File: config.mk
export PLATFORM = sky130hd
export DESIGN_NAME = reg_op_sequencer
export DESIGN_NICKNAME = d
export VERILOG_FILES = /design/src/rtl/reg_op_sequencer.sv
export SDC_FILE = /design/constraint.sdc
export NUM_CORES = 1
export LEC_CHECK = 0
export CORE_ASPECT_RATIO = 1.75
export CORE_MARGIN = 1.5
export CORE_UTILIZATION = 40
export CTS_BUF_LIST = sky130_fd_sc_hd__clkbuf_4
export DETAILED_ROUTE_END_ITERATION = 10
export GPL_TIMING_DRIVEN = 0
export PLACE_DENSITY = 0.93
export SYNTH_ARGS = -nofsm -noshare
export SYNTH_HDL_FRONTEND = slang
export SYNTH_SLANG_ARGS = --single-unit
File: constraint.sdc
create_clock -name clk -period 2.35 [get_ports clk]
set_input_delay 0.235 -clock clk [delete_from_list [all_inputs] [get_ports clk]]
set_output_delay 0.235 -clock clk [all_outputs]
set_load 0.02 [all_outputs]
File: src/rtl/reg_op_sequencer.sv
// reg_op_sequencer
//   Moore FSM that sequences register-file operations. Supported operations
//   are MOVI, MOV, ADD and CMP. A start request (s) is accepted only in WAIT,
//   where op, rd, rn, rm and imm8 are latched. Later states step through
//   operand reads, the ALU step and write-back. Every output decodes from
//   the current state and the latched fields only.
//
//   Optional feature: define SEQ_BUSY_CNT_EN to build a saturating 16-bit
//   counter of non-WAIT cycles on busy_cycles. When it is undefined,
//   busy_cycles is tied to zero. The port list is the same in both builds.
//
// Parameters
//   IMM_SEXT     1 = sign-extend imm8 into sximm, 0 = zero-extend
// Ports
//   clk          rising-edge clock
//   reset        asynchronous active-high reset
//   s            start request (sampled only in WAIT)
//   op           00 MOVI, 01 MOV, 10 ADD, 11 CMP
//   rd/rn/rm     destination / operand-A / operand-B register numbers
//   imm8         immediate for MOVI
//   readnum      register-file read select
//   writenum     register-file write select
//   write        register-file write enable
//   loada/b/c/s  A, B, C and status register load enables
//   asel         1 = ALU A-input forced to zero
//   aluop        00 add, 01 subtract
//   vsel         0 = C feeds write-back, 1 = sximm feeds write-back
//   sximm        extended immediate
//   w            high while waiting for a start request
//   done         one-cycle completion strobe
//   busy_cycles  busy-cycle count (zero unless SEQ_BUSY_CNT_EN)
module reg_op_sequencer #(
    parameter int unsigned IMM_SEXT = 1
) (
    input  logic        clk,
    input  logic        reset,
    input  logic        s,
    input  logic [1:0]  op,
    input  logic [2:0]  rd,
    input  logic [2:0]  rn,
    input  logic [2:0]  rm,
    input  logic [7:0]  imm8,
    output logic [2:0]  readnum,
    output logic [2:0]  writenum,
    output logic        write,
    output logic        loada,
    output logic        loadb,
    output logic        loadc,
    output logic        loads,
    output logic        asel,
    output logic [1:0]  aluop,
    output logic        vsel,
    output logic [15:0] sximm,
    output logic        w,
    output logic        done,
    output logic [15:0] busy_cycles
);

    localparam logic [2:0] S_WAIT      = 3'd0;
    localparam logic [2:0] S_DECODE    = 3'd1;
    localparam logic [2:0] S_GET_A     = 3'd2;
    localparam logic [2:0] S_GET_B     = 3'd3;
    localparam logic [2:0] S_ALU       = 3'd4;
    localparam logic [2:0] S_WRITE_REG = 3'd5;
    localparam logic [2:0] S_WRITE_IMM = 3'd6;

    localparam logic [1:0] OP_MOVI = 2'b00;
    localparam logic [1:0] OP_MOV  = 2'b01;
    localparam logic [1:0] OP_ADD  = 2'b10;
    localparam logic [1:0] OP_CMP  = 2'b11;

    logic [2:0] state_q, state_d;
    logic [1:0] op_q;
    logic [2:0] rd_q, rn_q, rm_q;
    logic [7:0] imm_q;
    logic       start_s;

    assign start_s = (state_q == S_WAIT) && s;

    // State register; reset returns to WAIT asynchronously, aborting any operation
    always_ff @(posedge clk or posedge reset) begin
        if (reset) begin
            state_q <= S_WAIT;
        end else begin
            state_q <= state_d;
        end
    end

    // Instruction field latch, loaded only when a start is accepted in WAIT
    always_ff @(posedge clk or posedge reset) begin
        if (reset) begin
            op_q  <= 2'b00;
            rd_q  <= 3'd0;
            rn_q  <= 3'd0;
            rm_q  <= 3'd0;
            imm_q <= 8'h00;
        end else if (start_s) begin
            op_q  <= op;
            rd_q  <= rd;
            rn_q  <= rn;
            rm_q  <= rm;
            imm_q <= imm8;
        end
    end

    // Next-state logic; MOV skips GET_A because its A-input is forced to zero
    always_comb begin
        state_d = state_q;
        case (state_q)
            S_WAIT: begin
                if (s) state_d = S_DECODE;
                else   state_d = S_WAIT;
            end
            S_DECODE: begin
                case (op_q)
                    OP_MOVI: state_d = S_WRITE_IMM;
                    OP_MOV:  state_d = S_GET_B;
                    default: state_d = S_GET_A;
                endcase
            end
            S_GET_A:     state_d = S_GET_B;
            S_GET_B:     state_d = S_ALU;
            S_ALU: begin
                if (op_q == OP_CMP) state_d = S_WAIT;
                else                state_d = S_WRITE_REG;
            end
            S_WRITE_REG: state_d = S_WAIT;
            S_WRITE_IMM: state_d = S_WAIT;
            default:     state_d = S_WAIT;
        endcase
    end

    // Moore output decode; everything not named for a state stays at zero
    always_comb begin
        readnum  = 3'd0;
        writenum = 3'd0;
        write    = 1'b0;
        loada    = 1'b0;
        loadb    = 1'b0;
        loadc    = 1'b0;
        loads    = 1'b0;
        asel     = 1'b0;
        aluop    = 2'b00;
        vsel     = 1'b0;
        w        = 1'b0;
        done     = 1'b0;
        case (state_q)
            S_WAIT:   w = 1'b1;
            S_DECODE: w = 1'b0;
            S_GET_A: begin
                readnum = rn_q;
                loada   = 1'b1;
            end
            S_GET_B: begin
                readnum = rm_q;
                loadb   = 1'b1;
            end
            S_ALU: begin
                if (op_q == OP_CMP) begin
                    aluop = 2'b01;
                    loads = 1'b1;
                    done  = 1'b1;
                end else begin
                    aluop = 2'b00;
                    loadc = 1'b1;
                    asel  = (op_q == OP_MOV);
                end
            end
            S_WRITE_REG: begin
                vsel     = 1'b0;
                writenum = rd_q;
                write    = 1'b1;
                done     = 1'b1;
            end
            S_WRITE_IMM: begin
                vsel     = 1'b1;
                writenum = rd_q;
                write    = 1'b1;
                done     = 1'b1;
            end
            default: w = 1'b0;
        endcase
    end

    generate
        if (IMM_SEXT != 0) begin : g_sext
            assign sximm = {{8{imm_q[7]}}, imm_q};
        end else begin : g_zext
            assign sximm = {8'h00, imm_q};
        end
    endgenerate

`ifdef SEQ_BUSY_CNT_EN
    logic [15:0] busy_q, busy_d;

    // Busy counter next value: count non-WAIT cycles, hold at all-ones
    always_comb begin
        busy_d = busy_q;
        if ((state_q != S_WAIT) && (busy_q != 16'hFFFF)) begin
            busy_d = busy_q + 16'd1;
        end else begin
            busy_d = busy_q;
        end
    end

    // Busy counter register
    always_ff @(posedge clk or posedge reset) begin
        if (reset) begin
            busy_q <= 16'h0000;
        end else begin
            busy_q <= busy_d;
        end
    end

    assign busy_cycles = busy_q;
`else
    assign busy_cycles = 16'h0000;
`endif

endmodule

======== Yosys cells after proc, flatten, opt, wreduce, memory -nomap -nowiden ========
Index checks and enable logic that the tools add are counted.
word-level totals
  bits in registers ....................... 22
  bits in latches ......................... 0
  RAM bits ................................ 0
  bits in read-only memories .............. 0
  output and inout bits ................... 49
  memories kept ........................... 0
operators by class
  $add $sub $neg .......................... 0
  multiply operators ...................... 0
  div/mod/pow operators ................... 0
  magnitude comparators ................... 0
  equality and inequality tests ........... 8
  shifts and indexed selects .............. 0
  multiplexer cells ....................... 20
  bitwise logic cells ..................... 0
  reductions and logical operators ........ 4
operators with widths
  cell                number
  $pmux 3 s5          1
  $mux 1              14
  $pmux 3 s2          2
  $eq 3x3->1 const B  3
  $eq 3x2->1 const B  2
  $mux 3              2
  $eq 3x1->1 const B  1
  $logic_not 3->1     1
  $eq 2x1->1 const B  1
  $eq 2x2->1 const B  1
  $logic_not 2->1     1
  $pmux 1 s2          1
  $reduce_or 2->1     1
  $logic_and 1x1->1   1

======== Logic depth before layout (Yosys ltp) ========
  word-level depth ........................ 3
  depth in mapped cells ................... 6

======== Least setup slack after synthesis ========
Ideal clock, no wire load.
  kind .................................... reg-to-output
  start point ............................. reg state_q[1]
  end point ............................... out aluop[0]
  data arrival time ....................... 1486 ps
  path slack .............................. 629 ps
  cell stages (with the launch flop) ...... 5
  path buffers ............................ 2
  cell sequence ........................... dfrtp_1 > buf_6 > or3b_1 > nor2_1 > buf_4
on the way
  word-level cells in the longest chain between the ends .. 2
RTL lines
  element                 line  source
  start, declared         72    logic [2:0] state_q, state_d;
  start signal, assigned  85    state_q <= state_d;
  $eq 3x3->1              147   case (state_q)
  $mux 1                  147
  end, declared           51    output logic [1:0] aluop,
No other way between the ends.

======== Worst setup path in the final report ========
  start point ............................. reg state_q[2]
  end point ............................... out readnum[0]
on the way
  word-level cells in the longest chain between the ends .. 2
  elaborated cells between the ends (all ways) .. 3
  those cells by class .................... eq/ne (2); mux (1)
RTL lines
  element         line  source
  $eq 3x2->1      147
  $pmux 3 s2 (*)  147
  end, declared   43    output logic [2:0] readnum,
Mark *: on every way between the ends. The rest lies on a longest branch, timed or not.

==> flow_summary.yaml <==
floorplan:
  die_width_um: 46.0
  die-area_um2: 3600
  start_util_pct: 41.6
  fp.dieH_um: 78.2
  ios: 71
  num_rows: 27
  core-area_um2: 3110
synthesis:
  synth_top_area_cell: "dfrtp_1"
  synth_compound_area_share_pct: 1.84
  yosysMostFrequentCell: "buf_4"
  ys.flop_type: "dfrtp_1"
  synth_top_family_by_area: "multiplexers"
  synthMuxAreaShare_pct: 21.8
  synth-xor-area-share_pct: 0.677
  syn_avg_cell_area_um2: 11.8
  syn_inst: 110
  seq_area_frac_synth_pct: 42.6
  synth_area_um2: 1290
  yosys-top-cells-count: "buf_4, dfrtp_1, mux2_4"
  ys_async_sr_fraction_pct: 100
  synth_top_area_share_pct: 42.6
  yosys.area_share.simple_pct: 12.5
  synthTopCellsByArea: "dfrtp_1, buf_4, mux2_4"
  synth_fa_ha_area_share_pct: 0
  ys.warnings.count: 0
  synth-edff-count: 0
  synth_cell_type_count: 28
  synth-seq-cells: 22
clock_tree:
  insertion_delay_ps: 300
  cts_hold_buf: 0
  clock-root-buffer: "clkbuf_4"
  clk_path_buf_depth: 2
  cts.clk_slew.worst_paths_ps: 120
  cts_tree: "done"
  cts.htree.levels: 1
  cts_sinks: 22
  cts_buffers: 3
layout:
  num_antenna_cells: 0
  fin_area_um2: 1980
  fin_util_pct: 63.7
  area_delta_synth_final_pct: 53.0
  fin_nets: 206
  drive_above_1_share_pct: 31.9
timing:
  layout_min_cycle_time_ps: 2270
  skew_ps: 6.80
  hold_ws_ps: 392
  maxSlewHeadroom_pct: 44.4
  hold_viol_final: 0
  slew_viol_final: 0
  setup_tns_ps: 0
  fmax_mhz: 441
  setup_viol: 0
  period_share_pct: 96.5
  worstMarginPinSlew_ps: 833
  rsz0062_at_grt: "false"
  layout_setup_ws_ps: 82.1
global_routing:
  grt_first_pass_wirelength_um: 3990
  grt-ovfl-total: 0
  antenna_found_initial: 0
  grt_pass1_vias: 926
  grtUsageTotal_pct: 15.0
  grt_max_degree: 23
worst_setup_path:
  cp-start-kind: "register"
  path_cells: "clkbuf_2 -> or2b_2 -> nor2_1 -> clkdlybuf4s50_1"
  cpMaxStageDelayCell: "clkdlybuf4s50_1"
  critPathMaxStageDelay_ps: 610
  cpLargestDelayFamily: "buffers and inverters"
  criticalPathCategory: "register to output port"
  cp.arrival_ps: 2030
  cp_max_fo: 10
  endpoint_kind: "output port"
  required_ps: 2120
  path_buf_inv: 2
routing:
  detailedRoute.firstIterationViolations: 13
  ant_nets: 0
  drcViolationCount: 0
  vias_per_cell: 4.32
  dr_total_vias: 973
  wl_um: 2590
  wl_per_cell_um: 11.5
  drtPass1Iterations: 4
outcome:
  status: "completed"
power:
  ir_drop_v: 0.000645
  p_leak_nw: 1.02
  power_density_nw_per_um2: 1270
hold_path:
  holdCritPathClass: "primary input to asynchronous set/reset pin"
run:
  cap_violations: 0
place:
  placed_area_um2: 1940
  place_hpwl_um: 2030
  io_buffers: 53
  place_congestion: 0.759
  place_ws_ps: 262
[layout by cell type (no fill, tap or decap), types with 2 or more instances in the layout]
| master | n |
|---|---|
| a21oi_1 | 3 |
| and3_1 | 4 |
| buf_12 | 2 |
| buf_4 | 27 |
| clkbuf_4 | 3 |
| clkdlybuf4s50_1 | 45 |
| conb_1 | 17 |
| dfrtp_1 | 22 |
| dlygate4sd2_1 | 3 |
| dlymetal6s2s_1 | 5 |
| inv_1 | 2 |
| mux2_2 | 9 |
| mux2_4 | 10 |
| mux2i_1 | 3 |
| nand2_1 | 3 |
| nor2_1 | 9 |
[flip-flops by register name (all words and copies together) (netlist names)]
signal and count:
state_q 3, rd_q 3, imm_q 8, rn_q 3, rm_q 3, op_q 2
[report_power, final]
group | internal (mW) | leakage (nW) | total, mW | switching (mW)
clock network | 0.0597 | 0.0138 | 0.165 | 0.106
registers | 0.572 | 0.262 | 0.721 | 0.149
logic | 0.926 | 0.747 | 1.64 | 0.712
total | 1.56 | 1.02 | 2.52 | 0.966
[cell families (layout without fill, tap and decap cells)]
family	after synthesis	after routing
xor gates and xnor gates	1	1
other	1	17
buffers and inverters	33	89
and+or+nand+nor	27	27
AOI/OAI and AO/OA	4	4
DFF	22	22
muxes	22	22
[metal layers]
metal / vias to the layer above / part of all wire, % / track usage, %
li1: 465 / - / -
met4: 0 / 1.5 / 7.71
met2: 40 / 56 / 27.6
met3: 2 / 4.0 / 0.920
met1: 466 / 38 / 15.4
met5: - / 0 / 0
[final timing paths]
check                            from         end  slack [ps]  cells after the start
max                        state_q[2]  readnum[0]          80                      4
max reg2reg                state_q[1]    imm_q[3]         750                      6
min                             reset    imm_q[4]         390                      2
max in group asynchronous       reset     rd_q[2]        1440                      2
min reg2reg                   rd_q[1]     rd_q[1]         510                      1
min in group clk              rd_q[1]     rd_q[1]         510                      1
[cell type report]
class                           instances  area [um^2]
Multi-Input combinational cell         71          547
Tap cell                               43         53.8
Fill cell                             270         1130
Timing Repair Buffer                   53          539
Buffer                                 31          259
Clock buffer                            3         22.5
Sequential cell                        22          551
Inverter                                2         7.51
[timing repair]
action / 4_1_cts / 5_1_grt
buffers inserted: 0 / 0
resized for setup: 4 / 6
setup endpoints to repair: 4 / 8
[per-stage QoR]
stage	std cells	power [mW]
after floorplan	126	1.77
after global placement	222	2.33
after detailed placement	222	2.37
after CTS	225	2.54
after global routing	225	2.69
final	225	2.52
Note: power is estimated with default switching activity, not from simulation.
